$ cat config.mk
export PLATFORM = sky130hd
export DESIGN_NAME = gnrl_pkt_rr_arb
export DESIGN_NICKNAME = d
export VERILOG_FILES = /design/src/rtl/gnrl_pkt_rr_arb_pkg.sv /design/src/rtl/gnrl_buf.sv /design/src/rtl/gnrl_pkt_rr_arb_rr_pri_sel.sv /design/src/rtl/gnrl_pkt_rr_arb.sv
export SDC_FILE = /design/constraint.sdc
export NUM_CORES = 1
export LEC_CHECK = 0
export ABC_AREA = 0
export CAP_MARGIN = 10
export CORE_MARGIN = 4
export CORE_UTILIZATION = 43
export DETAILED_ROUTE_END_ITERATION = 7
export PLACE_DENSITY = 0.95
export REMOVE_ABC_BUFFERS = 1
export SKIP_LAST_GASP = 1
export SLEW_MARGIN = 30
export SYNTH_ARGS = -nofsm -noshare
export SYNTH_HDL_FRONTEND = slang
export SYNTH_HIERARCHICAL = 1
export SYNTH_SLANG_ARGS = --single-unit
export TNS_END_PERCENT = 5
$ cat constraint.sdc
create_clock -name clk_i -period 9.3 [get_ports clk_i]
set_input_delay 0.93 -clock clk_i [delete_from_list [all_inputs] [get_ports clk_i]]
set_output_delay 0.93 -clock clk_i [all_outputs]
set_load 0.005 [all_outputs]
$ cat src/rtl/gnrl_pkt_rr_arb_pkg.sv
// Shared definitions for the switch arbiters: requester index width helper and arbiter FSM encoding.
package gnrl_pkt_rr_arb_pkg;

    localparam logic [0:0] ST_IDLE = 1'b0;
    localparam logic [0:0] ST_LOCK = 1'b1;

    // A lone requester still needs a one-bit index so port widths never collapse to zero.
    function automatic int idx_w(input int n);
        return (n <= 1) ? 1 : $clog2(n);
    endfunction

endpackage

$ cat src/rtl/gnrl_buf.sv
// One-deep valid/ready register stage; CUT_RDY=1 adds a skid entry so din_rdy_o comes straight from a flop.
module gnrl_buf #(
    parameter int DW      = 32,
    parameter bit CUT_RDY = 1'b0
) (
    input  logic          clk_i,
    input  logic          rst_n_i,
    input  logic [DW-1:0] din_i,
    input  logic          din_vld_i,
    output logic          din_rdy_o,
    output logic [DW-1:0] dout_o,
    output logic          dout_vld_o,
    input  logic          dout_rdy_i
);

    logic [DW-1:0] dat_q, dat_d;
    logic          vld_q, vld_d;
    logic          out_free;

    assign out_free   = !vld_q || dout_rdy_i;
    assign dout_o     = dat_q;
    assign dout_vld_o = vld_q;

    always_ff @(posedge clk_i or negedge rst_n_i) begin
        if (!rst_n_i) begin
            dat_q <= '0;
            vld_q <= 1'b0;
        end else begin
            dat_q <= dat_d;
            vld_q <= vld_d;
        end
    end

    if (CUT_RDY) begin : g_skid
        logic [DW-1:0] skd_q, skd_d;
        logic          skd_vld_q, skd_vld_d;
        logic          in_xfer;

        assign din_rdy_o = !skd_vld_q;
        assign in_xfer   = din_vld_i && !skd_vld_q;

        // A parked skid beat drains into the output register before any new beat is accepted.
        always_comb begin
            dat_d     = dat_q;
            vld_d     = vld_q;
            skd_d     = skd_q;
            skd_vld_d = skd_vld_q;
            if (out_free) begin
                if (skd_vld_q) begin
                    dat_d     = skd_q;
                    vld_d     = 1'b1;
                    skd_vld_d = 1'b0;
                end else begin
                    vld_d = in_xfer;
                    if (in_xfer) begin
                        dat_d = din_i;
                    end
                end
            end else if (in_xfer) begin
                skd_d     = din_i;
                skd_vld_d = 1'b1;
            end
        end

        always_ff @(posedge clk_i or negedge rst_n_i) begin
            if (!rst_n_i) begin
                skd_q     <= '0;
                skd_vld_q <= 1'b0;
            end else begin
                skd_q     <= skd_d;
                skd_vld_q <= skd_vld_d;
            end
        end
    end else begin : g_plain
        assign din_rdy_o = out_free;

        always_comb begin
            dat_d = dat_q;
            vld_d = vld_q;
            if (out_free) begin
                vld_d = din_vld_i;
                if (din_vld_i) begin
                    dat_d = din_i;
                end
            end
        end
    end

endmodule

$ cat src/rtl/gnrl_pkt_rr_arb_rr_pri_sel.sv
// Combinational round-robin first-one selector: lowest-distance requester at or after ptr_i, modulo N.
module rr_pri_sel
    import gnrl_pkt_rr_arb_pkg::*;
#(
    parameter int N  = 4,
    parameter int SW = idx_w(N)
) (
    input  logic [N-1:0]  req_i,
    input  logic [SW-1:0] ptr_i,
    output logic [N-1:0]  gnt_oh_o,
    output logic [SW-1:0] gnt_idx_o,
    output logic          any_o
);

    logic [SW-1:0] idx;

    // Wrap explicitly at N-1 so a non-power-of-two N never walks past the last requester.
    always_comb begin
        gnt_idx_o = '0;
        any_o     = 1'b0;
        idx       = ptr_i;
        for (int i = 0; i < N; i++) begin
            if (!any_o && req_i[idx]) begin
                any_o     = 1'b1;
                gnt_idx_o = idx;
            end
            idx = (idx == SW'(N - 1)) ? '0 : idx + 1'b1;
        end
    end

    assign gnt_oh_o = any_o ? (N'(1) << gnt_idx_o) : '0;

endmodule

$ cat src/rtl/gnrl_pkt_rr_arb.sv
// Packet-granular round-robin arbiter: the winning requester owns the registered output stream until its eop beat transfers.
module gnrl_pkt_rr_arb
    import gnrl_pkt_rr_arb_pkg::*;
#(
    parameter int N       = 4,
    parameter int DW      = 32,
    parameter int SW      = idx_w(N),
    parameter bit CUT_RDY = 1'b0
) (
    input  logic            clk_i,
    input  logic            rst_n_i,
    input  logic [N*DW-1:0] din_i,
    input  logic [N-1:0]    din_vld_i,
    input  logic [N-1:0]    din_eop_i,
    output logic [N-1:0]    din_rdy_o,
    output logic [DW-1:0]   dout_o,
    output logic            dout_eop_o,
    output logic [SW-1:0]   dout_src_o,
    output logic            dout_vld_o,
    input  logic            dout_rdy_i
);

    localparam int BW = DW + 1 + SW;

    logic [0:0]    state_q, state_d;
    logic [SW-1:0] ptr_q, ptr_d;
    logic [SW-1:0] own_q, own_d;
    logic [N-1:0]  gnt_oh;
    logic [SW-1:0] gnt_idx;
    logic          gnt_any;
    logic          locked;
    logic [SW-1:0] sel_idx;
    logic          sel_vld;
    logic          sel_eop;
    logic [DW-1:0] sel_dat;
    logic [N-1:0]  rdy_oh;
    logic          stg_rdy;
    logic          xfer;
    logic [BW-1:0] buf_dout;

    rr_pri_sel #(
        .N  (N),
        .SW (SW)
    ) u_sel (
        .req_i     (din_vld_i),
        .ptr_i     (ptr_q),
        .gnt_oh_o  (gnt_oh),
        .gnt_idx_o (gnt_idx),
        .any_o     (gnt_any)
    );

    assign locked  = (state_q == ST_LOCK);
    assign sel_idx = locked ? own_q : gnt_idx;
    assign sel_vld = locked ? din_vld_i[own_q] : gnt_any;
    assign rdy_oh  = locked ? (N'(1) << own_q) : gnt_oh;
    assign xfer    = sel_vld && stg_rdy;

    // The output stage looks free while held in reset, so reset masks ready explicitly.
    assign din_rdy_o = (rst_n_i && stg_rdy) ? rdy_oh : '0;

    always_comb begin
        sel_dat = '0;
        sel_eop = 1'b0;
        for (int k = 0; k < N; k++) begin
            if (sel_idx == SW'(k)) begin
                sel_dat = din_i[k*DW +: DW];
                sel_eop = din_eop_i[k];
            end
        end
    end

    always_comb begin
        state_d = state_q;
        ptr_d   = ptr_q;
        own_d   = own_q;
        if (xfer) begin
            if (!locked) begin
                ptr_d = (gnt_idx == SW'(N - 1)) ? '0 : gnt_idx + 1'b1;
                if (!sel_eop) begin
                    own_d   = gnt_idx;
                    state_d = ST_LOCK;
                end
            end else if (sel_eop) begin
                state_d = ST_IDLE;
            end
        end
    end

    always_ff @(posedge clk_i or negedge rst_n_i) begin
        if (!rst_n_i) begin
            state_q <= ST_IDLE;
            ptr_q   <= '0;
            own_q   <= '0;
        end else begin
            state_q <= state_d;
            ptr_q   <= ptr_d;
            own_q   <= own_d;
        end
    end

    gnrl_buf #(
        .DW      (BW),
        .CUT_RDY (CUT_RDY)
    ) u_out (
        .clk_i      (clk_i),
        .rst_n_i    (rst_n_i),
        .din_i      ({sel_eop, sel_idx, sel_dat}),
        .din_vld_i  (sel_vld),
        .din_rdy_o  (stg_rdy),
        .dout_o     (buf_dout),
        .dout_vld_o (dout_vld_o),
        .dout_rdy_i (dout_rdy_i)
    );

    assign {dout_eop_o, dout_src_o, dout_o} = buf_dout;

endmodule

---- Word level (Yosys, flattened, before mapping) ----
Cells that the tools add are included.
word-level totals
  flip-flop bits (word level) ............. 41
  bits of input ports ..................... 139
  output and inout bits ................... 40
  logic and storage cells ................. 75
operators by class
  add/subtract/negate cells ............... 4
  magnitude comparators ................... 5
  equality and inequality tests ........... 7
  shift-type cells ........................ 2
  mux-type cells .......................... 36
  bitwise operators ....................... 2
  reductions and logical operators ........ 14
operators with widths
  kind                   count
  $mux W32               4
  $mux W2                9
  $lt A2 B3 Y1 const B   5
  $mux W1                15
  $eq A2 B2 Y1 const B   6
  $mux W4                3
  $bmux W1 S2            5
  $add A2 B1 Y2 const B  4
  $shl A1 B2 Y4 const A  2
  $logic_and A1 B1 Y1    5
  $logic_not A1 Y1       4
  $reduce_and A2 Y1      2
  $reduce_and A3 Y1      1
  $eq A2 B1 Y1 const B   1
  $logic_not A2 Y1       1
  $not A1 Y1             2
  $logic_or A1 B1 Y1     1

---- Longest topological paths before layout ----
Gate-level depths: netlist of the first run.
  depth in word-level cells ............... 20
  depth in mapped cells ................... 14
  mapped depth without buffers ............ 11

---- Cells and area by module ----
Netlist of the first run, hierarchy kept.
modules (own cells, without submodules)
  module           times used  cells each  area an instance (µm²)  seq. area each (µm²)
  gnrl_buf         1           77          1472.7                  900.9
  gnrl_pkt_rr_arb  1           252         1352.5                  125.1
  rr_pri_sel       1           46          401.6                   0.0

---- Least setup slack after synthesis of the first run ----
OpenSTA, ideal clock, no wires.
  path type ............................... input to output
  start ................................... input port din_vld_i[2]
  end ..................................... output port din_rdy_o[1]
  data arrival time ....................... 2.486 ns
  required time ........................... 8.370 ns
  path slack .............................. 5.884 ns
  stages .................................. 7
  buffers on the path ..................... 0
  cells stage by stage .................... mux4_2 nand2b_1 a31o_1 o311ai_4 and2_1 nand2b_1 a21oi_1
between the ends
  longest elaborated chain between the ends .. 16
  elaborated cells between the ends (all ways) .. 26
  those cells by class .................... shift (1); mux (19); reduce/logical (6)
RTL lines
  what                           RTL line                          RTL
  start, declared                gnrl_pkt_rr_arb.sv:13             input logic [N-1:0] din_vld_i,
  $bmux W1 S2                    gnrl_pkt_rr_arb_rr_pri_sel.sv:23  if (!any_o && req_i[idx]) begin
  $mux W1 (not written as such)  gnrl_pkt_rr_arb_rr_pri_sel.sv:23
  $mux W1                        gnrl_pkt_rr_arb_rr_pri_sel.sv:23
  $logic_not A1 Y1               gnrl_pkt_rr_arb_rr_pri_sel.sv:23
  $logic_and A1 B1 Y1            gnrl_pkt_rr_arb_rr_pri_sel.sv:23
  $mux W1                        gnrl_pkt_rr_arb_rr_pri_sel.sv:23
  $logic_not A1 Y1               gnrl_pkt_rr_arb_rr_pri_sel.sv:23
  $logic_and A1 B1 Y1            gnrl_pkt_rr_arb_rr_pri_sel.sv:23
  (+2 left out)                  -
  $logic_and A1 B1 Y1            gnrl_pkt_rr_arb_rr_pri_sel.sv:23
  $mux W2 (*)                    gnrl_pkt_rr_arb_rr_pri_sel.sv:23
  named net gnt_idx[0]           gnrl_pkt_rr_arb.sv:29             logic [SW-1:0] gnt_idx;
  $shl A1 B2 Y4 (*)              gnrl_pkt_rr_arb_rr_pri_sel.sv:31  assign gnt_oh_o = any_o ? (N'(1) << gnt_idx_o) : '0;
  $mux W4 (*)                    gnrl_pkt_rr_arb_rr_pri_sel.sv:31
  named net gnt_oh[1]            gnrl_pkt_rr_arb.sv:28             logic [N-1:0] gnt_oh;
  $mux W4 (*)                    gnrl_pkt_rr_arb.sv:55             assign rdy_oh = locked ? (N'(1) << own_q) : gnt_oh;
  $mux W4 (*)                    gnrl_pkt_rr_arb.sv:59             assign din_rdy_o = (rst_n_i && stg_rdy) ? rdy_oh : '0;
  end, declared                  gnrl_pkt_rr_arb.sv:15             output logic [N-1:0] din_rdy_o,
Mark *: on every way through the listed nets, which the timed path passes. The rest lies on a longest branch. The select of a mux whose other input is x is not followed.

---- Worst setup path in the final report of the first run ----
  start ................................... input port din_vld_i[3]
  end ..................................... output port din_rdy_o[1]
Same word-level chain as after synthesis.

==> results.md, run 1 <==
- Share of the cycle needed by the critical path after routing: about half
- Clock transition at the registers of the reported paths: 0.08 ns
- Number of DRC markers after the initial detailed-route iteration: about 180
- Width of the die: between 90 and 100 um
- Slew headroom: between 40% and 50%
- Number of levels the H-tree was split into: 2
- Synth warnings: 6
- Data arrival time of the critical path: 3.78 ns
- Worst-case clock skew: about 0.0098 ns
- Post-Route Setup TNS: 0 ns
- Vias in the first global route: ~3,400
- Min-delay worst type: reg2reg
- Post-detailed-route DRC marker count: 0
- Lkg Pwr: 2.25 nW
- Post-route ant nets: 0
- Status: finished, final reports clean
- Startpoint of the most critical hold path: u_out/dout_o[0]
- Pre-CTS WS: 4.37 ns
- Final instance count without filler cells: ~630
- Total CTS buffers: 5
- Die area: 8950 um2
- Post-CTS sizing: 0
- RSZ-0062 raised after global routing: no
- Core ar.: roughly 7300 um2
- Register-to-register path setup slack: around 4.9 ns
- Internal cell power: 0.00109 W
- Total power after layout: approximately 0.0019 W
- DR pass1 iterations: 5
- Detail Placement HPWL: 7.70 mm
- Launch instance of the worst register-to-register path: ptr_q[0]
- Fraction of synthesized cell area taken by the top area cell type: between 30% and 40%
- Via Count: ~3,400
- Standard cell area after detailed placement: ~5000 um2
- Capturing point of the worst reg2reg path: own_q[0]
- Main area contributors after synthesis: sky130_fd_sc_hd__dfrtp_1 (32%), sky130_fd_sc_hd__nand2_1 (15%), sky130_fd_sc_hd__mux2_4 (14%)
- Initial antenna violation count: 0
- WHS Endpoint: u_out/dout_o[0]
- Share of flip-flops with an asynchronous set or reset after synthesis: 100%
- Most area-hungry cell type in the Yosys netlist: sky130_fd_sc_hd__dfrtp_1
- # clock sinks: 41
- Number of core rows: 31
- # port buffers: roughly 180
- EDFF count, synth: 0
- Tmin final: 4.71 ns
- Count of pins on the block boundary: roughly 180
- Critical path capture point type: primary output
- Power density over the cells: about 370 nW/um2
- Req. time, crit path: ~8.4 ns
- Max Slew Vio Count: 0
- Hold violation count in the final report: 0
- Peak fanout along the critical path: 8
- Total wire length: slightly above 10 mm
- Maximum vdd drop: ~0.18 mV
- Largest net degree at the start of global routing: just under 70
- Number of distinct library cell variants in the gate-level netlist after synthesis: between 40 and 50
- Hold Buf Count CTS: 0
- Nature of the critical path startpoint: primary input
- Number of cells on the worst hold path: 1
- Diodes inserted: 0
- Highest clock frequency the design can meet: 212 MHz
- Inst Count DP: 626
- Clock power share: under 10%
- Global placer's final weighted congestion: between 0.8 and 0.9
- Buffer count from post-CTS setup fixing: 0
- Slew @ Worst Pin: 0.888 ns
- Total grt overflow: 0
- Seq pwr share: around a fifth
- Number of nets in the layout: ~680
- Clock Tree Root: sky130_fd_sc_hd__clkbuf_8
- Final instance area: between 5000 and 6000 um2
- Cell count after synthesis: 375
- Slack of the critical path: between 4 and 5 ns
- Most used DFF post-synth: sky130_fd_sc_hd__dfrtp_1
- Wire length of the first global-routing pass: about 15 mm
- Switching Share: between 40% and 50%
- Combinational group share of total power: 74.9%
- Critical path start-end classification: in2out
- Synthesized area: 3230 um2
- Average size of a mapped cell: between 8 and 9 um2
- Initial Utilization: approximately 44%
- Worst reg2reg path depth: 11
- Final setup viols: 0
- Area grow syn2layout: 58.9%
- Bufs on Longest Clock Path: 2
- Number of max-capacitance violations reported: 0
- Per-cell via count in the routed design: 5.30
- Share of final-layout standard cells stronger than drive strength 1: 12.1%
- All-layer global routing usage: between 20% and 30%
- Synthesis-stage register bit count: 41
- Sw Pwr: a little over 0.0008 W
- Die height: 94.6 um
- Most frequent cells after synthesis: sky130_fd_sc_hd__nand2_1 (133), sky130_fd_sc_hd__dfrtp_1 (41), sky130_fd_sc_hd__a31oi_1 (33)
- Proportion of synthesized chip area in sequential cells: a little under a third
- TritonCTS clock tree: yes
- Post-DR wirelength/cell: 16.0 um
- Clock insertion delay at the later pin of the skew report: 0.29 ns
- Library cell with the highest instance count after synthesis: sky130_fd_sc_hd__nand2_1
## metal layers
metal | track usage, % | share of wire, % | vias up
met5 | 0 | 0 | -
met3 | 5.74 | 8.3 | 19
met4 | 6.13 | 1.4 | 0
met1 | 23.8 | 38 | 1565
met2 | 39.8 | 52 | 143
li1 | - | - | 1636
## state kept, by name (all words and copies together), names as in the netlist
signal / flops
locked: 1
own_q: 2
ptr_q: 2
u_out/dout_o: 35
u_out/dout_vld_o: 1
## worst max-delay path by stage
stage / start / to / slack [ns]
CTS: din_vld_i[2] / din_rdy_o[1] / 4.59
detailed placement: din_vld_i[2] / own_q[0] / 4.37
finish: din_vld_i[3] / din_rdy_o[1] / 4.59
global route: din_vld_i[3] / din_rdy_o[1] / 4.42
global placement: din_vld_i[3] / own_q[0] / 4.55
floorplan: ptr_q[0] / own_q[0] / 2.60
## kinds of logic after synthesis
kind of cell	after synthesis	synth area share (%)
simple gates	192	27.0
buf+inv	32	5.00
mux	55	23.6
compound gates	53	11.9
fa+ha+maj	2	0.775
flops	41	31.8
## placed cells by master (no fill, tap or decap), types with 3 or more instances in the layout
cell / netlist / layout
sky130_fd_sc_hd__nand3b_1: 4 / 4
sky130_fd_sc_hd__mux2_2: 10 / 10
sky130_fd_sc_hd__clkbuf_8: 0 / 5
sky130_fd_sc_hd__a31oi_1: 33 / 33
sky130_fd_sc_hd__nand2b_1: 6 / 6
sky130_fd_sc_hd__mux2i_1: 8 / 7
sky130_fd_sc_hd__clkdlybuf4s50_1: 0 / 177
sky130_fd_sc_hd__nand2_1: 133 / 133
sky130_fd_sc_hd__mux2_4: 30 / 30
sky130_fd_sc_hd__nor2_1: 6 / 6
sky130_fd_sc_hd__dfrtp_1: 41 / 41
sky130_fd_sc_hd__and3_1: 32 / 32
sky130_fd_sc_hd__clkinv_2: 0 / 3
sky130_fd_sc_hd__mux4_2: 3 / 3
sky130_fd_sc_hd__a21oi_1: 6 / 6
## stage by stage
stage	hold slack, ns	utilization, %
3_5_place_dp	0.492	69.1
2_1_floorplan	0.504	-
5_1_grt	0.531	70.3
6_report	0.508	70.3
3_3_place_gp	0.486	68.7
4_1_cts	0.509	70.3
## power groups by stage
stage / sequential, W / combinational, W / clock [W]
after floorplan: 0.000357 / 0.000949 / 0
after global placement: 0.000360 / 0.00135 / 0
after detailed placement: 0.000368 / 0.00144 / 0
after CTS: 0.000367 / 0.00144 / 0.000117
after global routing: 0.000381 / 0.00156 / 0.000125
final: 0.000367 / 0.00144 / 0.000113
## worst max-delay path, cell delays in order
cell	delay [ns]
sky130_fd_sc_hd__clkdlybuf4s50_1	0.52
sky130_fd_sc_hd__mux4_2	0.58
sky130_fd_sc_hd__nand2b_1	0.18
sky130_fd_sc_hd__a31o_1	0.23
sky130_fd_sc_hd__o311ai_4	0.40
sky130_fd_sc_hd__and2_1	0.20
sky130_fd_sc_hd__nand2b_1	0.06
sky130_fd_sc_hd__a21oi_1	0.15
sky130_fd_sc_hd__clkdlybuf4s50_1	0.54
## final cells by class
class | count | area (um2)
clock buffers | 5 | 68.8
clock inverters | 3 | 17.5
repair buffers | 180 | 1810
inverters | 4 | 16.3
flip-flops and latches | 41 | 1030
fillers | 517 | 2160
well taps | 99 | 124
multi-input cells | 302 | 2060
Note: power is estimated with default switching activity, not from simulation.
==> inputs of run 2 (changes only) <==
Settings changed: CORE_UTILIZATION 43 to 40.
Clock period 9.3 ns to 4.37 ns, I/O delays scaled along.
==> results.md, run 2 (same netlist as run 1, synthesis figures left out) <==
- Status: finished, final reports clean
- Diodes inserted: 0
- Core ar.: 7770 um2
- Vias in the first global route: between 3,000 and 4,000
- Hold violation count in the final report: 0
- Post-detailed-route DRC marker count: 0
- Number of core rows: 32
- Inst Count DP: between 600 and 700
- Number of max-capacitance violations reported: 0
- Clock transition at the registers of the reported paths: ~0.080 ns
- Max Slew Vio Count: 0
- Final setup viols: 0
- Critical path buffers and inverters: 1
- Most frequent cells in the layout: sky130_fd_sc_hd__clkdlybuf4s50_1 (177), sky130_fd_sc_hd__nand2_1 (133), sky130_fd_sc_hd__dfrtp_1 (41), sky130_fd_sc_hd__a31oi_1 (33), sky130_fd_sc_hd__and3_1 (32)
- Power density over the cells: ~800 nW/um2
- Hold Buf Count CTS: 0
- Clock Tree Root: sky130_fd_sc_hd__clkbuf_8
- Min-delay worst type: in2async
- Total CTS buffers: 5
- Initial Utilization: 41.5%
- Final instance area: 5170 um2
- Smallest hold slack: around 0.20 ns
- Worst path most repeated cell: sky130_fd_sc_hd__nand2b_1
- Width of the die: approximately 98 um
- Slew headroom: a little under three fifths
- Detail Placement HPWL: between 7 and 8 mm
- Per-cell via count in the routed design: 5.38
- Number of DRC markers after the initial detailed-route iteration: 112
- Total wire length: approximately 10 mm
- Share of the cycle needed by the critical path after routing: a little over 90%
- Standard cell area after detailed placement: 5060 um2
- Worst-case clock skew: between 0.009 and 0.01 ns
- Post-DR wirelength/cell: between 15 and 20 um
- Bufs on Longest Clock Path: 2
- Most common library cell in the layout ignoring fill and taps: sky130_fd_sc_hd__clkdlybuf4s50_1
- Clock insertion delay at the later pin of the skew report: slightly below 0.3 ns
- Slew @ Worst Pin: 0.652 ns
- Peak fanout along the critical path: 10
- Total grt overflow: 0
- TritonCTS clock tree: yes
- Number of nets in the layout: 680
- Req. time, crit path: 3.93 ns
- Share of final-layout standard cells stronger than drive strength 1: between 10% and 20%
- Post-CTS sizing: 0
- Count of pins on the block boundary: 179
- Die height: roughly 100 um
- Total power after layout: about 0.0041 W
- Slowest stage cell, crit path: sky130_fd_sc_hd__ha_1
- Global placer's final weighted congestion: ~0.86
- Die area: about 9600 um2
- Cell family contributing the most delay on the critical path: compound AO/OA/AOI/OAI gates
- Critical path start-end classification: reg2out
- Largest net degree at the start of global routing: 65
- Highest clock frequency the design can meet: 249 MHz
- # clock sinks: 41
- Maximum vdd drop: roughly 0.35 mV
- # port buffers: around 180
- Tmin final: 4.02 ns
- Initial antenna violation count: 0
- Critical path capture point type: primary output
- Final instance count without filler cells: around 640
- Buffer count from post-CTS setup fixing: 0
- Lkg Pwr: approximately 2.3 nW
- Number of levels the H-tree was split into: 2
- All-layer global routing usage: between 20% and 30%
- Post-route ant nets: 0
- Flip-flop count of the largest register, all copies and words added: 35
- Data arrival time of the critical path: around 3.6 ns
- Via Count: between 3,000 and 4,000
- Nature of the critical path startpoint: flip-flop
- DR pass1 iterations: 4
- Crit path largest cell delay: about 0.57 ns
- Wire length of the first global-routing pass: 16.7 mm
- Area grow syn2layout: 60.3%
- RSZ-0062 raised after global routing: no
- Cells along the critical path: ha_1 > mux4_2 > nand2b_1 > a31o_1 > o311ai_4 > and2_1 > nand2b_1 > a21oi_1 > clkdlybuf4s50_1
[run 2: changes by cell type in the layout (fill, tap and decap cells not counted), sizes merged]
cell | previous run | this run
bufinv | 0 | 1
buf | 3 | 8
clkinv | 3 | 1
inv | 3 | 4
[run 2: power breakdown]
group	switching, W	internal [W]	total (W)
combinational	0.00146	0.00161	0.00307
sequential	0.000157	0.000593	0.000750
clock	0.000131	0.000171	0.000302
[run 2: final cells by class]
| type | instances | area [um2] |
|---|---|---|
| multi-input cells | 302 | 2060 |
| fillers | 613 | 2590 |
| clock inverters | 3 | 46.3 |
| inverters | 4 | 15.0 |
| well taps | 102 | 128 |
| clock buffers | 5 | 68.8 |
| repair buffers | 185 | 1830 |
| flip-flops and latches | 41 | 1030 |
[run 2: routing by layer]
metal / track usage (%) / part of all wire [%]
met3: 5.79 / 8.1
met5: 0 / 0
met2: 39.9 / 54
met4: 7.03 / 2.0
met1: 22.2 / 36
[run 2: path summary, 6_finish.rpt]
kind / slack [ns] / depth (start not counted) / end / start
worst max-delay path: 0.35 / 9 / din_rdy_o[3] / ptr_q[1]
worst min-delay path: 0.20 / 2 / u_out/dout_o[10] / rst_n_i
worst max register to register: 0.62 / 12 / u_out/dout_o[28] / ptr_q[1]
worst min register to register: 0.51 / 1 / u_out/dout_o[0] / u_out/dout_o[0]
max in group asynchronous: 3.80 / 2 / u_out/dout_o[4] / rst_n_i
min in group clk_i: 0.51 / 1 / u_out/dout_o[0] / u_out/dout_o[0]
[run 2: through the flow]
stage,TNS [ns],utilization (%),setup slack [ns]
6_report,0,66.6,0.352
5_1_grt,0,66.6,0.185
4_1_cts,0,66.6,0.389
3_5_place_dp,0,65.1,0.594
3_3_place_gp,0,65.1,0.748
2_1_floorplan,-75.53,-,-2.33
==> inputs of run 3 (changes only) <==
Settings changed: RECOVER_POWER set to 100.
==> results.md, run 3 (same netlist as run 1, synthesis figures left out) <==
- Status: complete, but fails checks
- Violations in the final reports: capacitance limit, slew limit
- Switching Share: roughly 45%
- Bufs on Longest Clock Path: 2
- Buffer count from post-CTS setup fixing: 0
- Die height: approximately 98 um
- Slew headroom: -45.3%
- Total CTS buffers: 5
- Diodes inserted: 0
- Total power after layout: around 0.0038 W
- Data arrival time of the critical path: 3.65 ns
- Most frequent cells in the layout: sky130_fd_sc_hd__clkdlybuf4s50_1 (137), sky130_fd_sc_hd__nand2_1 (133), sky130_fd_sc_hd__dfrtp_1 (41), sky130_fd_sc_hd__dlygate4sd3_1 (40), sky130_fd_sc_hd__a31oi_1 (33)
- Inst Count DP: around 630
- Wire length of the first global-routing pass: around 17 mm
- Share of the cycle needed by the critical path after routing: between 90% and 100%
- Tmin final: around 4.1 ns
- Number of nets in the layout: 680
- Number of DRC markers after the initial detailed-route iteration: 113
- Global placer's final weighted congestion: between 0.8 and 0.9
- Clock transition at the registers of the reported paths: about 0.070 ns
- Final instance count without filler cells: between 600 and 700
- Min-delay worst type: reg2reg
- Number of core rows: 32
- Max Slew Vio Count: 43
- Clock power share: roughly 8.0%
- # port buffers: around 180
- Req. time, crit path: between 3 and 4 ns
- Die area: 9570 um2
- Via Count: between 3,000 and 4,000
- All-layer global routing usage: about a fifth
- Count of pins on the block boundary: 179
- Initial Utilization: about two fifths
- Share of final-layout standard cells stronger than drive strength 1: under 10%
- Lkg Pwr: around 2.2 nW
- Maximum vdd drop: between 0.3 and 0.4 mV
- Post-detailed-route DRC marker count: 0
- DR pass1 iterations: 4
- RSZ-0062 raised after global routing: no
- Hold Buf Count CTS: 0
- Number of max-capacitance violations reported: 1
- Seq pwr share: 19.3%
- Register-to-register path setup slack: ~0.34 ns
- Power density over the cells: 750 nW/um2
- Final setup viols: 0
- Slew @ Worst Pin: approximately 2.2 ns
- Width of the die: between 90 and 100 um
- Largest net degree at the start of global routing: 65
- Hold violation count in the final report: 0
- Critical path start-end classification: reg2out
- Post-route ant nets: 0
- Slack of the critical path: between 0.2 and 0.3 ns
- Flip-flop count of the largest register, all copies and words added: 35
- Total grt overflow: 0
- Clock insertion delay at the later pin of the skew report: 0.29 ns
- Most common library cell in the layout ignoring fill and taps: sky130_fd_sc_hd__clkdlybuf4s50_1
- Critical path capture point type: primary output
- TritonCTS clock tree: yes
- Number of levels the H-tree was split into: 2
- Pre-CTS WS: 0.594 ns
- Detail Placement HPWL: between 7 and 8 mm
- Initial antenna violation count: 0
- Post-CTS sizing: 0
- Internal cell power: between 0.002 and 0.0025 W
- Core ar.: around 7800 um2
- Highest clock frequency the design can meet: between 200 and 250 MHz
- Worst-case clock skew: slightly above 0.01 ns
- Post-DR wirelength/cell: 15.9 um
- Nature of the critical path startpoint: flip-flop
- Total wire length: about 10 mm
- Smallest hold slack: 0.492 ns
- Peak fanout along the critical path: 10
- Sw Pwr: roughly 0.0017 W
- Combinational group share of total power: between 70 and 80%
- Area grow syn2layout: 57.4%
- Clock Tree Root: sky130_fd_sc_hd__clkbuf_8
- # clock sinks: 41
- Vias in the first global route: between 3,000 and 4,000
- Per-cell via count in the routed design: between 5 and 6
## run 3: cell count changes in the layout (fill, tap and decap cells not counted), sizes merged
cell	before	now
dlygate4sd3	0	40
clkbuf	5	7
buf	8	6
clkdlybuf4s50	177	137
## run 3: path summary, 6_finish.rpt
kind / startpoint / end / depth (start not counted)
worst max-delay path: ptr_q[1] / din_rdy_o[3] / 10
worst min-delay path: u_out/dout_o[20] / u_out/dout_o[20] / 1
worst max register to register: ptr_q[1] / u_out/dout_o[28] / 12
worst min register to register: u_out/dout_o[20] / u_out/dout_o[20] / 1
max in group asynchronous: rst_n_i / u_out/dout_o[4] / 2
min in group asynchronous: rst_n_i / u_out/dout_o[10] / 2
## run 3: power by group through the flow
stage | sequential (W) | combinational, W | clock [W]
global route | 0.000769 | 0.00305 | 0.000337
detailed placement | 0.000751 | 0.00308 | 0
floorplan | 0.000760 | 0.00202 | 0
global placement | 0.000742 | 0.00293 | 0
CTS | 0.000750 | 0.00309 | 0.000316
finish | 0.000737 | 0.00277 | 0.000304
## run 3: per-stage QoR
stage                     setup TNS [ns]  area, um2  utilization [%]
after global placement                 0       5060             65.1
final                                  0       5080             65.4
after detailed placement               0       5060             65.1
after floorplan                   -75.53       3080                -
after global routing                   0       5080             65.4
after CTS                              0       5170             66.6
## run 3: critical path: stages, from the launching register on
cell	delay, ns
sky130_fd_sc_hd__dfrtp_1	0.50
sky130_fd_sc_hd__ha_1	0.57
sky130_fd_sc_hd__mux4_2	0.44
sky130_fd_sc_hd__a2111oi_4	0.35
sky130_fd_sc_hd__o22ai_1	0.11
sky130_fd_sc_hd__a32o_1	0.24
sky130_fd_sc_hd__inv_1	0.17
sky130_fd_sc_hd__and2_1	0.17
sky130_fd_sc_hd__nand2b_1	0.06
sky130_fd_sc_hd__a21oi_1	0.14
sky130_fd_sc_hd__dlygate4sd3_1	0.59
## run 3: layout make-up
class                           instances  area [um2]
Multi-Input combinational cell        302        1970
Tap cell                              102         128
Clock inverter                          3        46.3
Sequential cell                        41        1030
Inverter                                4        15.0
Fill cell                             636        2690
Clock buffer                            5        68.8
Timing Repair Buffer                  185        1820
## run 3: metal layers
| layer | track usage (%) | routed length, um | share of wire, % | up-vias |
|---|---|---|---|---|
| li1 | - | - | - | 1638 |
| met2 | 39.9 | 5450 | 53 | 155 |
| met3 | 5.79 | 780 | 7.6 | 20 |
| met4 | 7.03 | 208 | 2.0 | 0 |
| met1 | 22.2 | 3790 | 37 | 1613 |
| met5 | 0 | 0 | 0 | - |
